--- config.mk ---
export PLATFORM = sky130hd
export DESIGN_NAME = sys_ctrl_gen2_flat
export DESIGN_NICKNAME = d
export VERILOG_FILES = /design/src/rtl/sys_ctrl_gen2_pkg.sv /design/src/rtl/sys_ctrl_gen2_if.sv /design/src/rtl/sys_ctrl_gen2_byte_serializer.sv /design/src/rtl/sys_ctrl_gen2.sv /design/src/flat_wrapper.sv
export SDC_FILE = /design/constraint.sdc
export NUM_CORES = 1
export LEC_CHECK = 0
export ABC_CLOCK_PERIOD_IN_PS = 1820
export BUFFER_PORTS_ARGS = -buffer_cell sky130_fd_sc_hd__buf_2
export CELL_PAD_IN_SITES_DETAIL_PLACEMENT = 1
export CELL_PAD_IN_SITES_GLOBAL_PLACEMENT = 2
export CORE_ASPECT_RATIO = 0.8
export CORE_MARGIN = 2
export CORE_UTILIZATION = 28
export CTS_BUF_LIST = sky130_fd_sc_hd__clkbuf_8 sky130_fd_sc_hd__clkbuf_16
export CTS_CLUSTER_DIAMETER = 50
export DETAILED_ROUTE_END_ITERATION = 10
export HOLD_SLACK_MARGIN = 0.02
export PLACE_DENSITY_LB_ADDON = 0.1
export SETUP_SLACK_MARGIN = 0.4
export SLEW_MARGIN = 20
export SYNTH_ARGS = -nofsm -noshare
export SYNTH_HDL_FRONTEND = slang
export SYNTH_SLANG_ARGS = --single-unit
--- constraint.sdc ---
create_clock -name CLK -period 1.82 [get_ports CLK]
set_clock_uncertainty 0.1 [all_clocks]
set_input_delay 0.091 -clock CLK [delete_from_list [all_inputs] [get_ports CLK]]
set_output_delay 0.091 -clock CLK [all_outputs]
set_load 0.02 [all_outputs]
--- src/rtl/sys_ctrl_gen2_pkg.sv ---
// rtl/sys_ctrl_gen2_pkg.sv - controller states, command opcodes and state helpers
package sys_ctrl_pkg;

  typedef enum logic [3:0] {
    IDLE, WR_ADDR, WR_DATA, RD_ADDR, RD_WAIT,
    OPER_A, OPER_B, ALU_FUN, ALU_WAIT, TX_SEND
  } state_t;

  localparam logic [7:0] OP_WR      = 8'hAA;
  localparam logic [7:0] OP_RD      = 8'hBB;
  localparam logic [7:0] OP_ALU_OP  = 8'hCC;
  localparam logic [7:0] OP_ALU_NOP = 8'hDD;

  // States inside a frame that are guarded by the inter-byte timeout
  function automatic logic is_timed(input state_t s);
    return (s != IDLE) && (s != TX_SEND);
  endfunction

endpackage

--- src/rtl/sys_ctrl_gen2_if.sv ---
// rtl/sys_ctrl_gen2_if.sv - controller bus towards UART, register file, ALU and TX FIFO
interface sys_ctrl_gen2_if #(
  parameter int DATA_W    = 8,
  parameter int ADDR_W    = 4,
  parameter int ALU_OUT_W = 16,
  parameter int FUN_W     = 4
);
  logic [DATA_W-1:0]    RX_P_DATA;
  logic                 RX_D_VLD;
  logic [DATA_W-1:0]    RdData;
  logic                 RdData_Valid;
  logic [ALU_OUT_W-1:0] ALU_OUT;
  logic                 OUT_VALID;
  logic                 wfull;
  logic [FUN_W-1:0]     ALU_FUN;
  logic                 ALU_EN;
  logic                 CLK_EN;
  logic [ADDR_W-1:0]    Address;
  logic                 WrEn;
  logic                 RdEn;
  logic [DATA_W-1:0]    WrData;
  logic [DATA_W-1:0]    TX_P_DATA;
  logic                 TX_D_VLD;
  logic                 clk_div_en;
  logic                 CMD_ERR;
  logic                 BUSY;

  modport master (
    input  RX_P_DATA, RX_D_VLD, RdData, RdData_Valid, ALU_OUT, OUT_VALID, wfull,
    output ALU_FUN, ALU_EN, CLK_EN, Address, WrEn, RdEn, WrData,
           TX_P_DATA, TX_D_VLD, clk_div_en, CMD_ERR, BUSY
  );

  modport slave (
    output RX_P_DATA, RX_D_VLD, RdData, RdData_Valid, ALU_OUT, OUT_VALID, wfull,
    input  ALU_FUN, ALU_EN, CLK_EN, Address, WrEn, RdEn, WrData,
           TX_P_DATA, TX_D_VLD, clk_div_en, CMD_ERR, BUSY
  );
endinterface

--- src/rtl/sys_ctrl_gen2_byte_serializer.sv ---
// rtl/sys_ctrl_gen2_byte_serializer.sv - result buffer streamed LSB byte first with FIFO-full stall
module byte_serializer #(
  parameter int DATA_W    = 8,
  parameter int ALU_OUT_W = 16
) (
  input  logic                 CLK,
  input  logic                 RST,
  input  logic                 i_load,
  input  logic                 i_wide,
  input  logic [ALU_OUT_W-1:0] i_data,
  input  logic                 i_wfull,
  output logic [DATA_W-1:0]    o_tx_data,
  output logic                 o_tx_vld,
  output logic                 o_done
);
  localparam int NBYTES = ALU_OUT_W / DATA_W;
  localparam int IDX_W  = (NBYTES > 1) ? $clog2(NBYTES) : 1;

  logic [ALU_OUT_W-1:0] r_buf;
  logic [IDX_W-1:0]     r_idx;
  logic [IDX_W-1:0]     r_last;
  logic                 r_active;
  logic [ALU_OUT_W-1:0] w_shift;

  // r_last holds nbytes-1 so the end-of-burst compare stays at index width
  assign w_shift   = r_buf >> (DATA_W * int'(r_idx));
  assign o_tx_data = r_active ? w_shift[DATA_W-1:0] : '0;
  assign o_tx_vld  = r_active & ~i_wfull;
  assign o_done    = o_tx_vld & (r_idx == r_last);

  always_ff @(posedge CLK or negedge RST) begin
    if (!RST) begin
      r_buf    <= '0;
      r_idx    <= '0;
      r_last   <= '0;
      r_active <= 1'b0;
    end else if (i_load) begin
      r_buf    <= i_data;
      r_idx    <= '0;
      r_last   <= i_wide ? IDX_W'(NBYTES - 1) : '0;
      r_active <= 1'b1;
    end else if (o_tx_vld) begin
      if (o_done) begin
        r_idx    <= '0;
        r_active <= 1'b0;
      end else begin
        r_idx <= r_idx + IDX_W'(1);
      end
    end
  end
endmodule

--- src/rtl/sys_ctrl_gen2.sv ---
// rtl/sys_ctrl_gen2.sv - framed byte command decoder driving register file, ALU and TX FIFO
module sys_ctrl_gen2
  import sys_ctrl_pkg::*;
#(
  parameter int DATA_W      = 8,
  parameter int ADDR_W      = 4,
  parameter int ALU_OUT_W   = 16,
  parameter int FUN_W       = 4,
  parameter int OPA_ADDR    = 0,
  parameter int OPB_ADDR    = 1,
  parameter int TIMEOUT_CYC = 1023
) (
  input  logic           CLK,
  input  logic           RST,
  sys_ctrl_gen2_if.master bus
);
  localparam int TMO_W = (TIMEOUT_CYC > 1) ? $clog2(TIMEOUT_CYC + 1) : 1;

  state_t               r_state;
  state_t               w_next;
  logic [ADDR_W-1:0]    r_addr;
  logic [FUN_W-1:0]     r_fun;
  logic [TMO_W-1:0]     r_tmo;
  logic                 w_event;
  logic                 w_tmo_hit;
  logic                 w_load;
  logic                 w_wide;
  logic                 w_done;
  logic [ALU_OUT_W-1:0] w_load_data;

  // Any strobe counts as activity; expiry fires on the TIMEOUT_CYC-th quiet cycle
  assign w_event   = bus.RX_D_VLD | bus.RdData_Valid | bus.OUT_VALID;
  assign w_tmo_hit = (TIMEOUT_CYC != 0) && is_timed(r_state) && !w_event &&
                     (r_tmo == TMO_W'(TIMEOUT_CYC - 1));

  assign w_wide      = (r_state == ALU_WAIT);
  assign w_load      = ((r_state == RD_WAIT) && bus.RdData_Valid) ||
                       ((r_state == ALU_WAIT) && bus.OUT_VALID);
  assign w_load_data = w_wide ? bus.ALU_OUT : ALU_OUT_W'(bus.RdData);

  assign bus.ALU_FUN = r_fun;
  assign bus.BUSY    = (r_state != IDLE);

  byte_serializer #(.DATA_W(DATA_W), .ALU_OUT_W(ALU_OUT_W)) u_ser (
    .CLK       (CLK),
    .RST       (RST),
    .i_load    (w_load),
    .i_wide    (w_wide),
    .i_data    (w_load_data),
    .i_wfull   (bus.wfull),
    .o_tx_data (bus.TX_P_DATA),
    .o_tx_vld  (bus.TX_D_VLD),
    .o_done    (w_done)
  );

  always_comb begin
    w_next         = r_state;
    bus.ALU_EN     = 1'b0;
    bus.CLK_EN     = 1'b0;
    bus.Address    = '0;
    bus.WrEn       = 1'b0;
    bus.RdEn       = 1'b0;
    bus.WrData     = '0;
    bus.clk_div_en = 1'b0;
    bus.CMD_ERR    = 1'b0;
    case (r_state)
      IDLE: begin
        bus.clk_div_en = 1'b1;
        if (bus.RX_D_VLD) begin
          if      (bus.RX_P_DATA == DATA_W'(OP_WR))      w_next = WR_ADDR;
          else if (bus.RX_P_DATA == DATA_W'(OP_RD))      w_next = RD_ADDR;
          else if (bus.RX_P_DATA == DATA_W'(OP_ALU_OP))  w_next = OPER_A;
          else if (bus.RX_P_DATA == DATA_W'(OP_ALU_NOP)) w_next = ALU_FUN;
          else                                           bus.CMD_ERR = 1'b1;
        end
      end
      WR_ADDR: if (bus.RX_D_VLD) w_next = WR_DATA;
      WR_DATA: if (bus.RX_D_VLD) begin
        bus.WrEn    = 1'b1;
        bus.Address = r_addr;
        bus.WrData  = bus.RX_P_DATA;
        w_next      = IDLE;
      end
      RD_ADDR: if (bus.RX_D_VLD) begin
        bus.RdEn    = 1'b1;
        bus.Address = bus.RX_P_DATA[ADDR_W-1:0];
        w_next      = RD_WAIT;
      end
      RD_WAIT: if (bus.RdData_Valid) w_next = TX_SEND;
      OPER_A, OPER_B: if (bus.RX_D_VLD) begin
        bus.WrEn    = 1'b1;
        bus.Address = (r_state == OPER_A) ? ADDR_W'(OPA_ADDR) : ADDR_W'(OPB_ADDR);
        bus.WrData  = bus.RX_P_DATA;
        w_next      = (r_state == OPER_A) ? OPER_B : ALU_FUN;
      end
      ALU_FUN: begin
        bus.CLK_EN = 1'b1;
        if (bus.RX_D_VLD) w_next = ALU_WAIT;
      end
      ALU_WAIT: begin
        bus.CLK_EN = 1'b1;
        bus.ALU_EN = 1'b1;
        if (bus.OUT_VALID) w_next = TX_SEND;
      end
      TX_SEND: if (w_done) w_next = IDLE;
      default: w_next = IDLE;
    endcase
    if (w_tmo_hit) begin
      w_next      = IDLE;
      bus.CMD_ERR = 1'b1;
    end
  end

  always_ff @(posedge CLK or negedge RST) begin
    if (!RST) begin
      r_state <= IDLE;
      r_addr  <= '0;
      r_fun   <= '0;
      r_tmo   <= '0;
    end else begin
      r_state <= w_next;
      if ((r_state == WR_ADDR) && bus.RX_D_VLD) r_addr <= bus.RX_P_DATA[ADDR_W-1:0];
      if ((r_state == ALU_FUN) && bus.RX_D_VLD) r_fun  <= bus.RX_P_DATA[FUN_W-1:0];
      if ((w_next != r_state) || w_event)       r_tmo  <= '0;
      else if (is_timed(r_state))               r_tmo  <= r_tmo + TMO_W'(1);
    end
  end
endmodule

--- src/flat_wrapper.sv ---
// flat-port wrapper written by rule: the top's interface ports become plain ports
module sys_ctrl_gen2_flat import sys_ctrl_pkg::*;
#(
  parameter int DATA_W      = 8,
  parameter int ADDR_W      = 4,
  parameter int ALU_OUT_W   = 16,
  parameter int FUN_W       = 4,
  parameter int OPA_ADDR    = 0,
  parameter int OPB_ADDR    = 1,
  parameter int TIMEOUT_CYC = 1023
)
  (CLK, RST, bus_RX_P_DATA, bus_RX_D_VLD, bus_RdData, bus_RdData_Valid, bus_ALU_OUT, bus_OUT_VALID, bus_wfull, bus_ALU_FUN, bus_ALU_EN, bus_CLK_EN, bus_Address, bus_WrEn, bus_RdEn, bus_WrData, bus_TX_P_DATA, bus_TX_D_VLD, bus_clk_div_en, bus_CMD_ERR, bus_BUSY);
  sys_ctrl_gen2_if #(.DATA_W(DATA_W), .ADDR_W(ADDR_W), .ALU_OUT_W(ALU_OUT_W), .FUN_W(FUN_W)) bus_i ();
  input  logic CLK;
  input  logic RST;
  input wire logic [$bits(bus_i.RX_P_DATA)-1:0] bus_RX_P_DATA;
  input wire logic [$bits(bus_i.RX_D_VLD)-1:0] bus_RX_D_VLD;
  input wire logic [$bits(bus_i.RdData)-1:0] bus_RdData;
  input wire logic [$bits(bus_i.RdData_Valid)-1:0] bus_RdData_Valid;
  input wire logic [$bits(bus_i.ALU_OUT)-1:0] bus_ALU_OUT;
  input wire logic [$bits(bus_i.OUT_VALID)-1:0] bus_OUT_VALID;
  input wire logic [$bits(bus_i.wfull)-1:0] bus_wfull;
  output wire logic [$bits(bus_i.ALU_FUN)-1:0] bus_ALU_FUN;
  output wire logic [$bits(bus_i.ALU_EN)-1:0] bus_ALU_EN;
  output wire logic [$bits(bus_i.CLK_EN)-1:0] bus_CLK_EN;
  output wire logic [$bits(bus_i.Address)-1:0] bus_Address;
  output wire logic [$bits(bus_i.WrEn)-1:0] bus_WrEn;
  output wire logic [$bits(bus_i.RdEn)-1:0] bus_RdEn;
  output wire logic [$bits(bus_i.WrData)-1:0] bus_WrData;
  output wire logic [$bits(bus_i.TX_P_DATA)-1:0] bus_TX_P_DATA;
  output wire logic [$bits(bus_i.TX_D_VLD)-1:0] bus_TX_D_VLD;
  output wire logic [$bits(bus_i.clk_div_en)-1:0] bus_clk_div_en;
  output wire logic [$bits(bus_i.CMD_ERR)-1:0] bus_CMD_ERR;
  output wire logic [$bits(bus_i.BUSY)-1:0] bus_BUSY;
  assign bus_i.RX_P_DATA = bus_RX_P_DATA;
  assign bus_i.RX_D_VLD = bus_RX_D_VLD;
  assign bus_i.RdData = bus_RdData;
  assign bus_i.RdData_Valid = bus_RdData_Valid;
  assign bus_i.ALU_OUT = bus_ALU_OUT;
  assign bus_i.OUT_VALID = bus_OUT_VALID;
  assign bus_i.wfull = bus_wfull;
  assign bus_ALU_FUN = bus_i.ALU_FUN;
  assign bus_ALU_EN = bus_i.ALU_EN;
  assign bus_CLK_EN = bus_i.CLK_EN;
  assign bus_Address = bus_i.Address;
  assign bus_WrEn = bus_i.WrEn;
  assign bus_RdEn = bus_i.RdEn;
  assign bus_WrData = bus_i.WrData;
  assign bus_TX_P_DATA = bus_i.TX_P_DATA;
  assign bus_TX_D_VLD = bus_i.TX_D_VLD;
  assign bus_clk_div_en = bus_i.clk_div_en;
  assign bus_CMD_ERR = bus_i.CMD_ERR;
  assign bus_BUSY = bus_i.BUSY;
  sys_ctrl_gen2 #(.DATA_W(DATA_W), .ADDR_W(ADDR_W), .ALU_OUT_W(ALU_OUT_W), .FUN_W(FUN_W), .OPA_ADDR(OPA_ADDR), .OPB_ADDR(OPB_ADDR), .TIMEOUT_CYC(TIMEOUT_CYC)) u_core (.CLK(CLK), .RST(RST), .bus(bus_i));
endmodule
==> Word level (Yosys, flattened, before mapping) <==
Cells that the tools add are included.
{ "word_totals": {"regBits": 41, "word_cells": 98} }
{ "classes": {"n_reduce_logical": 19, "addsub": 2, "eq_ne": 17, "shifts": 1, "mux": 46, "bitwise_logic": 5} }
{ "ops": {"columns": ["operator", "count"], "rows": [
  ["4-bit two-way mux", 17],
  ["4-bit one-hot mux with 9 select lines", 1],
  ["8-bit == test, second input constant", 4],
  ["8-bit two-way mux", 3],
  ["1-bit two-way mux", 21],
  ["10-bit two-way mux", 2],
  ["4-bit by 3-bit == test with 1-bit output, second input constant", 4],
  ["16-bit two-way mux", 1],
  ["16-bit by 4-bit right shift with 8-bit output", 1],
  ["4-bit one-hot mux with 3 select lines", 1],
  ["10-bit by 1-bit adder with 10-bit output, second input constant", 1],
  ["10-bit == test, second input constant", 1],
  ["4-bit by 2-bit == test with 1-bit output, second input constant", 2],
  ["4-bit == test, second input constant", 2],
  ["1-bit logical AND", 7],
  ["2-bit nonzero test", 3],
  ["4-bit by 1-bit == test with 1-bit output, second input constant", 1],
  ["4-bit zero test", 1],
  ["4-bit != test", 1],
  ["4-bit != test, second input constant", 1],
  ["4-bit nonzero test", 1],
  ["2-bit OR reduction", 2],
  ["3-bit OR reduction", 1],
  ["1-bit AND", 2],
  ["7 further kinds", 9]
]} }

==> Longest topological paths before layout <==
Gate-level depths: netlist of the first run.
{ "depth": {"word_depth": 11, "mapped_depth": 8, "ltp_nobuf": 8} }

==> Cells and area by module <==
Synthesis of the first run repeated with hierarchy kept, for this count alone.
{ "hier_totals": {"hier_cells": 246, "area_unflattened_um2": 2646.3} }
{ "modules_own_cells": {"columns": ["mod", "area_each_um2", "instances", "cells_each", "seq_area_each_um2"], "rows": [
  ["sys_ctrl_gen2", 1722.9, 1, 182, 550.5],
  ["byte_serializer", 923.4, 1, 64, 475.5]
]} }

==> Worst setup path after synthesis of the first run <==
Ideal clock, no wire load.
{ "synth_path": {"path_type": "flip-flop to flip-flop", "start": "register u_core.r_state[1]", "end": "register u_core.r_tmo[1]", "path_slack_ns": -0.162, "setup_ns": 0.087, "t_required_ns": 1.633, "path_stages_with_launch": 8, "path_buffers": 1, "synth_period_minus_slack_ns": 1.982, "t_arrival_ns": 1.795, "path_cell_list": "dfrtp_1 > buf_6 > or3_4 > nor4_4 > a221oi_2 > o21ai_2 > nand4_4 > a211oi_2"} }
{ "synth_via": {"elab_chain_len": 10} }
{ "synth_lines": {"columns": ["item", "line_no", "text"], "rows": [
  ["from (decl)", "sys_ctrl_gen2.sv:19", "state_t r_state;"],
  ["from (signal assigned)", "sys_ctrl_gen2.sv:121", "r_state <= w_next;"],
  ["4-bit two-way mux", "sys_ctrl_gen2.sv:73", "else if (bus.RX_P_DATA == DATA_W'(OP_ALU_NOP)) w_next = ALU_FUN;"],
  ["4-bit two-way mux", "sys_ctrl_gen2.sv:72", "else if (bus.RX_P_DATA == DATA_W'(OP_ALU_OP)) w_next = OPER_A;"],
  ["4-bit two-way mux", "sys_ctrl_gen2.sv:71", "else if (bus.RX_P_DATA == DATA_W'(OP_RD)) w_next = RD_ADDR;"],
  ["4-bit two-way mux", "sys_ctrl_gen2.sv:70", "if (bus.RX_P_DATA == DATA_W'(OP_WR)) w_next = WR_ADDR;"],
  ["4-bit two-way mux", "sys_ctrl_gen2.sv:69", "if (bus.RX_D_VLD) begin"],
  ["4-bit one-hot mux with 9 select lines", "sys_ctrl_gen2.sv:66", "case (r_state)"],
  ["4-bit two-way mux", "sys_ctrl_gen2.sv:108", "if (w_tmo_hit) begin"],
  ["4-bit != test", "sys_ctrl_gen2.sv:124", "if ((w_next != r_state) || w_event) r_tmo <= '0;"],
  ["1-bit logical OR", "sys_ctrl_gen2.sv:124", null],
  ["10-bit two-way mux or 2-bit nonzero test (tied branches)", null, null],
  ["to (signal assigned)", "sys_ctrl_gen2.sv:125", "else if (is_timed(r_state)) r_tmo <= r_tmo + TMO_W'(1);"],
  ["to (decl)", "sys_ctrl_gen2.sv:23", "logic [TMO_W-1:0] r_tmo;"]
]} }
Parallel ways exist; a longest one is shown, timed or not.
A chain may end at the register's enable or synchronous reset.

==> Worst setup path in the final report of the first run <==
{ "layout_path": {"start": "register u_core.r_state[0]", "end": "register u_core.r_tmo[1]"} }
The elaborated chain is that of the path after synthesis.

==> results of run 1 <==
## worst max path at each step
stage	startpoint	slack [ps]	endpoint
floorplan	u_core.r_state[0]$_DFF_PN0_	-70	u_core.r_tmo[1]$_DFFE_PN0P_
global placement	u_core.r_state[0]$_DFF_PN0_	-110	u_core.r_tmo[1]$_DFFE_PN0P_
detailed placement	u_core.r_state[0]$_DFF_PN0_	-220	u_core.r_tmo[1]$_DFFE_PN0P_
CTS	u_core.r_state[0]$_DFF_PN0_	-180	bus_CMD_ERR
global route	u_core.r_state[0]$_DFF_PN0_	-250	u_core.r_tmo[1]$_DFFE_PN0P_
finish	u_core.r_state[0]$_DFF_PN0_	-180	u_core.r_tmo[1]$_DFFE_PN0P_
## registers in the layout, indices dropped and copies added, names as in the netlist
register               count
u_core.u_ser.r_active      1
u_core.r_tmo              10
u_core.u_ser.r_idx         1
u_core.r_state             4
u_core.u_ser.r_last        1
u_core.bus.ALU_FUN         4
u_core.u_ser.r_buf        16
u_core.r_addr              4
## report_power, final
part	switching (µW)	internal, µW	total, µW	leakage, µW
combinational	1240	1420	2660	0.00136
clock	323	399	722	0.0000540
sequential	182	1170	1350	0.000538
total	1750	2980	4730	0.00195
## layout make-up
cell class | count | area share, %
clock buffers | 5 | 1.57
clock inverters | 2 | 0.799
inverters | 5 | 0.542
multi-input cells | 191 | 39.6
flip-flops and latches | 41 | 23.5
well taps | 112 | 3.20
repair buffers | 161 | 30.8
## layout by cell type, fill, tap and decap left out, types with 9 or more instances in the layout
cell type      Yosys  layout
buf_4              0      56
mux2i_1           20      14
buf_6              1      32
nor2_1            28      19
o21ai_1            1      12
nand2_1           19      17
and2_4             0       9
nor2b_1           14      11
dfrtp_1           41      37
dlygate4sd3_1      0      25
buf_2              2      42
## what timing repair did
action	4_1_cts	5_1_grt
setup buffers	14	7
endpoints found under the hold margin	57	0
hold buffers	25	0
gates cloned	2	2
resized for setup	109	37
setup endpoints to repair	68	69
pin swaps	20	7
## kinds of logic (layout without fill, tap and decap cells)
kind of cell,Yosys count,after routing,share of synthesized area [%]
muxes,28,28,12.0
AOI/OAI and AO/OA,45,45,13.8
xor gates and xnor gates,12,12,4.34
adders and majority gates,2,2,1.03
and+or+nand+nor,102,104,23.0
DFF,41,41,42.4
buffers and inverters,20,173,3.52
## routing by layer
metal	vias up	wire, µm
met3	5	344
met5	-	0
met2	60	4360
met1	1226	3990
li1	1192	-
met4	0	55
## per-stage QoR
| step | setup TNS, ps | worst slack, ps | power, µW | instance area, µm² | cells |
|---|---|---|---|---|---|
| 2_1_floorplan | -99.4 | -66.5 | 2470 | 2530 | 250 |
| 5_1_grt | -3580 | -246 | 5030 | 4390 | 517 |
| 3_5_place_dp | -1740 | -217 | 3150 | 3280 | 460 |
| 3_3_place_gp | -567 | -105 | 3120 | 3280 | 460 |
| 6_report | -1930 | -180 | 4730 | 4390 | 517 |
| 4_1_cts | -1650 | -181 | 4500 | 4160 | 508 |
==> metrics.csv, run 1 <==
stage;metric;value;unit
logic_synthesis;Synth Flop Type;dfrtp_1;
global_routing;met1 Use GR;25.0;%
global_routing;grt met3 use;2.92;%
power_and_ir_drop;VDD IR-drop max;0.656;mV
sta;Final min period;2000;ps
power_and_ir_drop;P_leak;0.00195;µW
logic_synthesis;sequential-to-total area share from yosys stat;42.4;%
worst_setup_path;WP data arrival;2100;ps
global_routing;antenna violations before repair;0;
logic_synthesis;Commonest cells post-synth;41 x dfrtp_1, 28 x nor2_1, 20 x mux2i_1, 19 x nand2_1;
die;die footprint;0.00941;mm²
worst_setup_path;crit-path max cell delay;450;ps
worst_setup_path;cell count of the worst reg-to-reg path;7;
sta;final setup fails;21;
min_path;min-delay src;bus_RX_P_DATA[3];
worst_setup_path;Worst path depth;7;
worst_setup_path;WP data required;1920;ps
sta;period utilisation layout;110;%
power_and_ir_drop;pwr/cell area;1080;mW/mm²
route;Pre-Repair DR Iteration Count;4;
route;DRT iter0 DRCs;82;
logic_synthesis;count of cell types in the netlist;47;
sta;worst rel slew slack;63.3;%
worst_setup_path;crit path buf inv count;1;
logic_synthesis;post-synthesis register bit count;41;
min_path;hold endpoint;u_core.r_addr[3]$_DFFE_PN0P_;
cells_and_area;layout cells sized above 1;55.6;%
global_routing;GR peak layer;met2;
clocking;CTS clk-pin slew, worst paths;80;ps
worst_setup_path;delay-heaviest family, CP;compound AO/OA/AOI/OAI gates;
clocking;TritonCTS clock tree;done;
logic_synthesis;most common cell in the synthesized netlist;dfrtp_1;
worst_setup_path;critical path peak fanout;5;
die;Die H;87.2;µm
cells_and_area;# diodes;0;
logic_synthesis;ys async rst share;100;%
cells_and_area;Util after Layout;51.9;%
clocking;CTS Buf Count;5;
clocking;Sink Count;41;
die;Rows;30;
logic_synthesis;syn nets;290;
global_routing;vias in the first global route;2719;
placement;HPWL Detailed;5490;µm
global_routing;M2 GR Usage;33.3;%
route;drt drc;0;
worst_setup_path;critical path type;flop to flop;
sta;Slew Viols, Final;0;
worst_setup_path;Critical Path, Cell by Cell;xor2_1, o311ai_2, buf_4, o21ai_4, o21ai_4, nand4_4, a211oi_2;
sta;RSZ-0062 raised after global routing;yes;
worst_setup_path;worst r2r src;u_core.r_state[0]$_DFF_PN0_;
global_routing;Tot GR Track Use;18.9;%
worst_setup_path;Worst setup SP type;flop;
die;# IOs;70;
clocking;CTS Buffer Depth;2;
route;DRT Wirelength;8750;µm
cells_and_area;Synth-to-Final Area Change;81.2;%
clocking;CTS root buf;clkbuf_8;
route;vias;2483;
cells_and_area;multi-input logic area;0.00174;mm²
global_routing;total gr overflow;0;
worst_setup_path;most numerous cell on the critical path;o21ai_4;
sta;PnR worst setup slack;-180;ps
worst_setup_path;Slowest-stage cell, CP;dfrtp_2;
sta;final hold slack;46.6;ps
sta;Slew @ Worst Pin;551;ps
status;status;finished, violations left;
placement;RePlAce Congestion;0.761;
logic_synthesis;Synth Cell Area;0.00242;mm²
global_routing;largest net degree at the start of global routing;42;
min_path;HP Class;primary input to flop;
sta;f_max;0.500;GHz
placement;Port Buf Inserts;69;
clocking;Skew-Pair Late Insertion Delay;290;ps
status;failing checks;negative setup slack;
route;remaining antenna violation count;0;
route;post-DR vias/cell;4.80;
cells_and_area;FF/Latch Area;0.00103;mm²
cells_and_area;NumNets Final;445;
cells_and_area;fill cell count;922;
die;die width;108;µm
logic_synthesis;Post-synth EDFFs;0;
global_routing;global-route wire length before repair;13800;µm
min_path;worst hold stages;2;
logic_synthesis;top cell type's share of synthesized area;42.4;%
logic_synthesis;post-synth top area cell;dfrtp_1;
logic_synthesis;Syn. warnings;0;
job;number of max-cap violations;0;
logic_synthesis;synth top area cells;dfrtp_1 42%, mux2i_1 8.3%, nor2_1 4.3%;
die;Core Area;0.00845;mm²
logic_synthesis;Synth Instances;250;
route;wire length per cell;16.9;µm
logic_synthesis;mean post-synth cell area;9.68;µm²
die;Starting Density;28.7;%
worst_setup_path;endpoint class of the critical path;flop;
worst_setup_path;Worst R2R End;u_core.r_tmo[1]$_DFFE_PN0P_;
sta;Fin. Hold Viols;0;
worst_setup_path;flop2flop setup slack;-180;ps
clocking;htree depth;2;
No activity file was read; power rests on OpenSTA's default activity.
==> run 2, diff against run 1 <==
--- a/config.mk
+++ b/config.mk
@@ -5,13 +5,14 @@
 export SDC_FILE = /design/constraint.sdc
 export NUM_CORES = 1
 export LEC_CHECK = 0
+export ABC_AREA = 1
 export ABC_CLOCK_PERIOD_IN_PS = 1820
 export BUFFER_PORTS_ARGS = -buffer_cell sky130_fd_sc_hd__buf_2
 export CELL_PAD_IN_SITES_DETAIL_PLACEMENT = 1
 export CELL_PAD_IN_SITES_GLOBAL_PLACEMENT = 2
 export CORE_ASPECT_RATIO = 0.8
 export CORE_MARGIN = 2
-export CORE_UTILIZATION = 28
+export CORE_UTILIZATION = 26
 export CTS_BUF_LIST = sky130_fd_sc_hd__clkbuf_8 sky130_fd_sc_hd__clkbuf_16
 export CTS_CLUSTER_DIAMETER = 50
 export DETAILED_ROUTE_END_ITERATION = 10
==> constraint.sdc (replaced) <==
create_clock -name CLK -period 1.82 [get_ports CLK]
set_clock_uncertainty 0.1 [all_clocks]
set_input_delay 0.091 -clock CLK [delete_from_list [all_inputs] [get_ports CLK]]
set_output_delay 0.091 -clock CLK [all_outputs]
set_load 0.005 [all_outputs]
==> run 2 against run 1 <==
  * The flow still finishes with violations (negative setup slack)
  * Combinational power rose by 6%
  * Critical path type unchanged
  * Via count rose by 20%
  * Total power rose by 11%
==> metrics.csv, run 2 <==
stage;metric;value;unit
logic_synthesis;most common cell in the synthesized netlist;nand2_1;
route;Pre-Repair DR Iteration Count;4;
placement;HPWL Detailed;6270;µm
cells_and_area;commonest non-fill, non-tap cell in the layout;nand2_1;
logic_synthesis;syn nets;392;
clocking;TritonCTS clock tree;done;
power_and_ir_drop;Sw Ratio;38.3;%
power_and_ir_drop;Net Sw Power;2020;µW
sta;period utilisation layout;106;%
global_routing;Tot GR Track Use;18.2;%
worst_setup_path;crit-path max cell delay;460;ps
die;Die H;92.4;µm
power_and_ir_drop;P_int;3250;µW
worst_setup_path;crit path buf inv count;0;
global_routing;largest net degree at the start of global routing;26;
sta;Final min period;1940;ps
min_path;HP Class;primary input to flop;
global_routing;M2 GR Usage;30.2;%
sta;Slew Viols, Final;0;
die;die footprint;0.0106;mm²
global_routing;vias in the first global route;3013;
global_routing;total gr overflow;0;
global_routing;antenna violations before repair;0;
placement;RePlAce Congestion;0.814;
logic_synthesis;Synth Area in Adders;0.986;%
power_and_ir_drop;pwr/cell area;1090;mW/mm²
cells_and_area;most frequent cells in the layout;74 x nand2_1, 63 x buf_2, 45 x buf_4;
logic_synthesis;ys async rst share;100;%
clocking;CTS Buffer Depth;2;
logic_synthesis;post-synth top area cell;dfrtp_1;
worst_setup_path;Slowest-stage cell, CP;dfrtp_2;
cells_and_area;Biggest register;u_core.u_ser.r_buf;
clocking;Sink Count;41;
cells_and_area;max reg flops;16;
global_routing;global-route wire length before repair;15000;µm
worst_setup_path;critical path type;flop to flop;
worst_setup_path;delay-heaviest family, CP;simple AND/OR/NAND/NOR gates;
cells_and_area;layout cells sized above 1;53.2;%
power_and_ir_drop;P_leak;0.00230;µW
sta;f_max;0.516;GHz
sta;Slew @ Worst Pin;437;ps
power_and_ir_drop;VDD IR-drop max;0.544;mV
cells_and_area;fill cell count;1149;
logic_synthesis;largest family of logic cells by synthesized area;simple AND/OR/NAND/NOR gates;
route;DRT iter0 DRCs;108;
cells_and_area;multi-input logic area;0.00180;mm²
worst_setup_path;Worst setup SP type;flop;
route;vias;2979;
route;post-DR vias/cell;4.63;
die;Core Area;0.00957;mm²
die;Starting Density;26.5;%
clocking;CTS clk-pin slew, worst paths;60;ps
worst_setup_path;worst r2r src;u_core.r_state[1]$_DFF_PN0_;
route;wire length per cell;15.1;µm
die;die width;114;µm
status;status;finished, violations left;
logic_synthesis;Synth Cell Area;0.00254;mm²
cells_and_area;Util after Layout;50.4;%
worst_setup_path;critical path peak fanout;5;
logic_synthesis;mean post-synth cell area;7.21;µm²
worst_setup_path;endpoint class of the critical path;flop;
power_and_ir_drop;power share of the clock group;18.9;%
sta;Fin. Hold Viols;0;
clocking;htree depth;2;
logic_synthesis;post-synthesis mux area share;0;%
clocking;CTS root buf;clkbuf_16;
logic_synthesis;Syn. warnings;0;
logic_synthesis;synth top area cells;dfrtp_1 40%, nand2_1 14%, nor2_1 6.2%;
clocking;CTS Buf Count;5;
min_path;min-delay src;bus_RX_P_DATA[3];
cells_and_area;# diodes;0;
die;Rows;32;
cells_and_area;FF/Latch Area;0.00103;mm²
logic_synthesis;Synth Flop Type;dfrtp_1;
logic_synthesis;post-synthesis simple-gate area fraction;34.8;%
sta;final setup fails;24;
route;drt drc;0;
sta;worst rel slew slack;70.9;%
worst_setup_path;most numerous cell on the critical path;nand2_4;
logic_synthesis;top cell type's share of synthesized area;40.4;%
global_routing;met1 Use GR;24.6;%
logic_synthesis;post-synthesis register bit count;41;
worst_setup_path;Critical Path Source;u_core.r_state[1]$_DFF_PN0_;
sta;RSZ-0062 raised after global routing;yes;
job;number of max-cap violations;0;
power_and_ir_drop;Comb power frac;53.7;%
logic_synthesis;Post-synth EDFFs;0;
logic_synthesis;Commonest cells post-synth;95 x nand2_1, 42 x nor2_1, 41 x dfrtp_1, 36 x inv_1, 31 x o21ai_0;
logic_synthesis;Synth Area in Compound Gates;12.3;%
cells_and_area;NumNets Final;564;
global_routing;grt met3 use;3.08;%
worst_setup_path;WP data required;1930;ps
route;DRT Wirelength;9700;µm
die;# IOs;70;
sta;PnR worst setup slack;-117;ps
route;remaining antenna violation count;0;
global_routing;GR peak layer;met2;
clocking;Skew-Pair Late Insertion Delay;280;ps
cells_and_area;Top Registers;u_core.u_ser.r_buf x16, u_core.r_tmo x10;
logic_synthesis;count of cell types in the netlist;34;
placement;Port Buf Inserts;69;
logic_synthesis;Post-Synth XOR/XNOR Area;3.11;%
worst_setup_path;WP data arrival;2050;ps
placement;worst slack, placed;-169;ps
logic_synthesis;sequential-to-total area share from yosys stat;40.4;%
power_and_ir_drop;Flop pwr share;27.3;%
logic_synthesis;Synth Instances;352;
cells_and_area;Synth-to-Final Area Change;90.0;%
worst_setup_path;Critical Path, Cell by Cell;nor2_4, nand2_4, nand2_4, nor2_4, nand2_4, nand2_4, nand2_2, nand3b_1, nor2_4, nand3_4, nor2_2;
status;failing checks;negative setup slack;
==> run 2: through the flow <==
step	hold slack, ps	setup TNS, ps	power [µW]	instance area [µm²]	std cells
CTS	55.4	-1840	4740	4400	630
global route	82.1	-4520	5600	4820	643
finish	48.7	-2220	5270	4820	643
global placement	-43.3	-1560	2850	3350	573
floorplan	-305	0	2220	2570	352
detailed placement	-41.5	-1880	2890	3350	573
==> run 2: repair_timing <==
item	4_1_cts	5_1_grt
hold endpoints to repair	39	0
hold buffers	25	0
pin swaps	23	17
setup endpoints to repair	67	64
gates resized for setup	110	84
gates cloned	6	0
setup buffers	19	13
==> run 2: area by class of cell <==
cell class / instances / area share, %
well taps: 119 / 3.09
flip-flops and latches: 41 / 21.4
multi-input cells: 259 / 37.3
inverters: 43 / 3.84
clock buffers: 5 / 2.60
repair buffers: 174 / 31.0
clock inverters: 2 / 0.727
==> run 2: power by group through the flow <==
stage               clock network [µW]  registers [µW]  logic [µW]
CTS                               1020            1370        2350
floorplan                            0            1280         933
global placement                     0            1330        1520
finish                             998            1440        2830
global route                      1060            1470        3070
detailed placement                   0            1340        1550
==> run 2: metal layers <==
metal,share of wire [%],up-vias
met2,48,54
met5,0,-
met1,47,1444
met3,3.2,8
met4,1.1,0
li1,-,1473
==> run 2: path summary, 6_finish.rpt <==
kind	to	slack, ps	depth (start not counted)
max	u_core.r_tmo[5]$_DFFE_PN0P_	-120	11
min	u_core.bus.ALU_FUN[3]$_DFFE_PN0P_	50	3
max reg2reg	u_core.r_tmo[5]$_DFFE_PN0P_	-120	11
min reg2reg	u_core.bus.ALU_FUN[0]$_DFFE_PN0P_	380	2
max in group asynchronous	u_core.r_state[2]$_DFF_PN0_	920	3
min in group asynchronous	u_core.u_ser.r_buf[14]$_DFFE_PN0P_	180	2
==> run 2: worst min-delay path, stage by stage <==
cell and delay (ps):
buf_2 110, inv_1 100, o21ai_1 80
==> run 2: logic make-up after synthesis <==
group / after synthesis
compound gates: 57
xor+xnor: 9
fa+ha+maj: 2
buf+inv: 53
flops: 41
simple gates: 190
